**config.mk**
```make
export PLATFORM = sky130hd
export DESIGN_NAME = lfsr_rng_gen
export DESIGN_NICKNAME = d
export VERILOG_FILES = /design/src/rtl/lfsr_rng_gen.sv
export SDC_FILE = /design/constraint.sdc
export NUM_CORES = 1
export LEC_CHECK = 0
export ABC_CLOCK_PERIOD_IN_PS = 2200
export CORE_MARGIN = 4
export CORE_UTILIZATION = 45
export CTS_CLUSTER_SIZE = 25
export DETAILED_ROUTE_END_ITERATION = 6
export GPL_TIMING_DRIVEN = 0
export PLACE_DENSITY = 0.79
export SLEW_MARGIN = 20
export SYNTH_ARGS = -nofsm -noshare
export SYNTH_HDL_FRONTEND = slang
export SYNTH_SLANG_ARGS = --single-unit
export TNS_END_PERCENT = 1
```
**constraint.sdc**
```tcl
create_clock -name clk -period 2.2 [get_ports clk]
set_input_delay 0.22 -clock clk [delete_from_list [all_inputs] [get_ports clk]]
set_output_delay 0.22 -clock clk [all_outputs]
set_load 0.005 [all_outputs]
```
**src/rtl/lfsr_rng_gen.sv**
```systemverilog
// Range-limited random number generator: Fibonacci LFSR with run-time reseed and bounded rejection sampling.
// Optional RNG_ZERO_RECOVER_EN: an all-zero LFSR reloads SEED on the next edge.
module lfsr_rng_gen #(
    parameter int               WIDTH     = 16,
    parameter logic [WIDTH-1:0] TAPS      = 16'h8016,
    parameter int               SEED      = 42,
    parameter int               RANGE     = 1000,
    parameter int               OFFSET    = 200,
    parameter int               OUT_W     = 11,
    parameter int               MAX_TRIES = 4
) (
    input  logic             clk,
    input  logic             reset,
    input  logic             en,
    input  logic             seed_load,
    input  logic [WIDTH-1:0] seed_in,
    // req is accepted on an edge where req && ready; valid pulses once per accepted req.
    input  logic             req,
    output logic             ready,
    output logic             valid,
    output logic [OUT_W-1:0] random_value,
    output logic [WIDTH-1:0] lfsr_state,
    output logic [1:0]       fsm_state
);

    localparam int RB = $clog2(RANGE);
    localparam int TW = (MAX_TRIES > 1) ? $clog2(MAX_TRIES) : 1;
    localparam logic [WIDTH-1:0] SEED_W   = WIDTH'(SEED);
    localparam logic [RB:0]      RANGE_X  = (RB + 1)'(RANGE);
    localparam logic [TW-1:0]    LAST_TRY = TW'(MAX_TRIES - 1);

    typedef enum logic [1:0] {
        IDLE = 2'd0,
        DRAW = 2'd1,
        DONE = 2'd2
    } state_t;

    state_t           state;
    state_t           state_next;
    logic [WIDTH-1:0] lfsr;
    logic [TW-1:0]    tries;
    logic [TW-1:0]    tries_next;
    logic [OUT_W-1:0] value_next;
    logic [RB-1:0]    cand;
    logic             cand_ok;
    logic [OUT_W-1:0] value_accept;
    logic [OUT_W-1:0] value_fallback;

    assign cand    = lfsr[RB-1:0];
    // One extra bit so a power-of-two RANGE compares correctly and never rejects.
    assign cand_ok = {1'b0, cand} < RANGE_X;
    assign value_accept   = OUT_W'(cand) + OUT_W'(OFFSET);
    assign value_fallback = OUT_W'(cand) - OUT_W'(RANGE) + OUT_W'(OFFSET);

    always_ff @(posedge clk or posedge reset) begin
        if (reset) begin
            lfsr <= SEED_W;
        end else if (seed_load) begin
            lfsr <= seed_in;
`ifdef RNG_ZERO_RECOVER_EN
        end else if (lfsr == '0) begin
            lfsr <= SEED_W;
`endif
        end else if (en || state == DRAW) begin
            lfsr <= {lfsr[WIDTH-2:0], ^(lfsr & TAPS)};
        end
    end

    always_ff @(posedge clk or posedge reset) begin
        if (reset) begin
            state        <= IDLE;
            tries        <= '0;
            random_value <= OUT_W'(OFFSET);
        end else begin
            state        <= state_next;
            tries        <= tries_next;
            random_value <= value_next;
        end
    end

    always_comb begin
        state_next = state;
        tries_next = tries;
        value_next = random_value;
        case (state)
            IDLE: begin
                if (req) begin
                    state_next = DRAW;
                    tries_next = '0;
                end
            end
            DRAW: begin
                if (cand_ok) begin
                    value_next = value_accept;
                    state_next = DONE;
                end else if (tries == LAST_TRY) begin
                    value_next = value_fallback;
                    state_next = DONE;
                end else begin
                    tries_next = tries + TW'(1);
                end
            end
            DONE:    state_next = IDLE;
            default: state_next = IDLE;
        endcase
    end

    assign ready      = (state == IDLE);
    assign valid      = (state == DONE);
    assign lfsr_state = lfsr;
    assign fsm_state  = state;

endmodule

```
==> flow_summary_export.csv <==
group,metric,value,unit
status,status,"finished clean",
clocking,tritoncts,"done",
global_routing,grt_start_max_net_pins,32,
clocking,cts_resized,0,
sta,worstMarginPinSlew,639,ps
sta,final.period_utilization,80.4,%
sta,finalHoldViolations,0,
floorplan,initial_util,47.2,%
drt,vias,1308,
yosys,synthTopCellsByArea,"dfrtp_1 (39%), mux2i_1 (10%), dfstp_2 (9.9%)",
yosys,synthesis.instances,152,
critical_path,cp-startpoint,"lfsr_state[5]$_DFFE_PP1P_",
sta,fin_worst_skew,1.60,ps
yosys,synth.cell_area,0.00159,mm²
critical_path,crit_path_start_kind,"flop",
clocking,hold_buffers,0,
yosys,ys_dominant_reg_cell,"dfrtp_1",
drt,dr_wl_met2,1860,µm
final_layout,area_growth_syn_to_layout,39.4,%
final_layout,flip_flop_and_latch_area,783,µm²
critical_path,arrival_time_at_the_worst_endpoint,1980,ps
sta,slew-limit-headroom,57.3,%
power_and_ir_drop,p_per_area,1030,mW/mm²
final_layout,antennaDiodeCount,0,
yosys,netlist_top_cells_count,"dfrtp_1 (25), nor2_1 (18), mux2i_1 (16)",
floorplan,design.portCount,52,
critical_path,r2r_setup_slack,430,ps
critical_path,crit_type,"flop to flop",
yosys,syn_nets,177,
final_layout,final_core_util,65.9,%
yosys,synth.yosys.seq_area_share,49.3,%
clocking,tritoncts.num_buffers,5,
critical_path,crit_slowest_cell,"dfstp_2",
drt,routed_via_density,5.11,
yosys,synthMostInstantiatedCell,"dfrtp_1",
global_routing,grt_pass1_vias,1354,
final_layout,layout.cell_area.non_filler,0.00222,mm²
drt,drt_iter0_markers,53,
final_layout,drive_above_1_share,13.3,%
critical_path,cp_num_buf_inv,0,
drt,drt_first_pass_iters,4,
critical_path,delay_of_the_slowest_cell_on_the_worst_path,660,ps
clocking,cts.sink_count,31,
floorplan,rows,21,
final_layout,fill_cells,284,
placed_design,gpl.final_weighted_congestion,0.769,
final_layout,nNetsFinal,234,
drt,ant_nets,0,
drt,post_drt_wl_per_cell,14.1,µm
power_and_ir_drop,irDropWorstVdd,0.000466,V
critical_path,required,2420,ps
sta,finish_stage_setup_viols,0,
clocking,post_cts.repair.setup_buffers,0,
global_routing,overflow,0,
floorplan,chipWidth,67.4,µm
floorplan,chipHeight,67.4,µm
sta,max_freq,0.565,GHz
sta,fin_tns_setup,0,ps
yosys,number_of_enable_flip_flop_cells_after_synthesis,0,
sta,final.hold.worst_slack,299,ps
floorplan,coreArea,0.00336,mm²
power_and_ir_drop,cellLeakagePower,0.954,nW
critical_path,timing.reg2reg.worst_path_depth,3,
placed_design,dp.final_hpwl,2780,µm
drt,drt_wl_total,3610,µm
clocking,insertion_delay,320,ps
hold_path,worst_hold_path_type,"input pin to async pin",
yosys,post-synth-top-area-fraction,39.4,%
power_and_ir_drop,power.switching_fraction,31.8,%
yosys,count_of_warnings_emitted_by_yosys,0,
drt,met1_layer_wirelength_in_the_final_routing,1480,µm
power_and_ir_drop,seq_power_share,42.0,%
sta,setup_repair_after_global_routing_missed_its_margin,"no",
global_routing,globalRouteTotalUtil,17.8,%
critical_path,crit_path_cell_count,3,
critical_path,worst_setup_path_endpoint,"random_value[1]$_DFFE_PP0P_",
floorplan,design.die.area,0.00455,mm²
drt,top_layer,"met4",
drt,post-route-drc-count,0,
yosys,synth-seq-cells,31,
yosys,synth.largest_area_cell,"dfrtp_1",
final_layout,combined_area_of_the_multi_input_logic_cells,738,µm²
placed_design,post_dp_cell_area,0.00215,mm²
placed_design,port-buffer-count,50,
drt,wl_met3,230,µm
power_and_ir_drop,combinationalPowerShare,41.6,%
power_and_ir_drop,internal_power,0.00155,W
sta,timing.final.crit_period,1770,ps
clocking,clkTransAtPathRegs,90,ps
global_routing,grt_antenna_before_repair,0,
sta,finalMaxSlewViolations,0,
yosys,yosysUniqueCellTypes,31,
flow_run,max-cap-violations,0,
global_routing,wire_length_of_the_first_global_routing_pass,6040,µm
clocking,number_of_buffers_on_the_longest_clock_path,2,
clocking,cts_root_buffer,"clkbuf_4",
critical_path,critical_path.cell_chain,"o211ai_4 > o31ai_4 > mux2_2",
critical_path,crit_path_end_kind,"flop",
clocking,cts.htree.levels,2,
critical_path,cpLargestDelayFamily,"flip-flops",
critical_path,timing.rr.start,"lfsr_state[5]$_DFFE_PP1P_",
yosys,synthesis.area_per_instance,10.5,µm²
power_and_ir_drop,power_frac_clock,16.4,%
power_and_ir_drop,switching_power,0.000726,W
critical_path,timing.rr.end,"random_value[1]$_DFFE_PP0P_",
yosys,synthArstFlopShare,100,%
critical_path,worstPathMaxFanout,10,
-- layout by cell type (no fill, tap or decap), types with 2 or more instances in the layout --
cell | synthesis | routed
ha_1 | 4 | 4
clkbuf_1 | 2 | 3
or3_1 | 2 | 2
clkbuf_8 | 0 | 2
inv_1 | 5 | 4
o211ai_1 | 2 | 2
a21oi_1 | 15 | 15
buf_2 | 6 | 6
xnor2_1 | 5 | 5
nor2_1 | 18 | 18
clkdlybuf4s50_1 | 0 | 50
o31ai_1 | 2 | 2
dfrtp_1 | 25 | 25
nand2_1 | 11 | 11
clkbuf_4 | 0 | 5
dfstp_2 | 6 | 6
o21ai_0 | 9 | 9
mux2_2 | 4 | 4
xor2_1 | 3 | 3
nand3_1 | 4 | 4
mux2i_1 | 16 | 16
-- area by class of cell --
type                            count  share of cell area [%]
Clock buffer                        8                    3.11
Buffer                              9                    2.20
Multi-Input combinational cell    107                    33.3
Inverter                            5                   0.847
Timing Repair Buffer               50                    22.6
Tap cell                           46                    2.60
Sequential cell                    31                    35.3
-- metrics by stage --
step | instances | worst slack (ps) | power (W)
global placement | 248 | 491 | 0.00189
finish | 256 | 431 | 0.00228
global route | 256 | 352 | 0.00246
CTS | 256 | 433 | 0.00231
detailed placement | 248 | 433 | 0.00193
floorplan | 152 | 599 | 0.00139
-- metal layers --
layer | track usage, % | up-vias
li1 | - | 646
met4 | 5.32 | 0
met3 | 6.99 | 6
met1 | 19.5 | 620
met5 | 0 | -
met2 | 31.8 | 36
-- logic make-up (layout without fill, tap and decap cells) --
| logic type | after synthesis | after routing | synth area share [%] |
|---|---|---|---|
| AO/OA/AOI/OAI | 35 | 35 | 14.7 |
| AND/OR/NAND/NOR | 40 | 40 | 11.3 |
| XOR/XNOR | 8 | 8 | 4.41 |
| buffers and inverters | 14 | 72 | 4.25 |
| multiplexers | 20 | 20 | 12.9 |
| flip-flops | 31 | 31 | 49.3 |
| adder cells (fa/ha/maj) | 4 | 4 | 3.15 |
-- sequential cells by signal, summed over array words and instances, names as in the netlist --
register and flops:
lfsr_state 16, random_value 11, fsm_state 2, tries 2
-- how the worst min path moves through the flow --
stage | cells after the start | start | slack, ps | to
2_1_floorplan | 1 | reset | 320 | fsm_state[0]$_DFFE_PP0P_
3_3_place_gp | 2 | random_value[4]$_DFFE_PP0P_ | 460 | random_value[4]$_DFFE_PP0P_
3_5_place_dp | 2 | random_value[8]$_DFFE_PP0P_ | 470 | random_value[8]$_DFFE_PP0P_
4_1_cts | 2 | reset | 300 | lfsr_state[0]$_DFFE_PP0P_
5_1_grt | 3 | seed_load | 320 | lfsr_state[1]$_DFFE_PP1P_
6_report | 2 | reset | 300 | fsm_state[0]$_DFFE_PP0P_
-- power groups by stage --
stage / Sequential [W] / Combinational [W] / Clock (W)
2_1_floorplan: 0.000955 / 0.000437 / 0
3_3_place_gp: 0.000954 / 0.000933 / 0
3_5_place_dp: 0.000971 / 0.000961 / 0
4_1_cts: 0.000961 / 0.000964 / 0.000388
5_1_grt: 0.000993 / 0.00105 / 0.000424
6_report: 0.000959 / 0.000948 / 0.000374
Power figures use the tool's default switching activity.
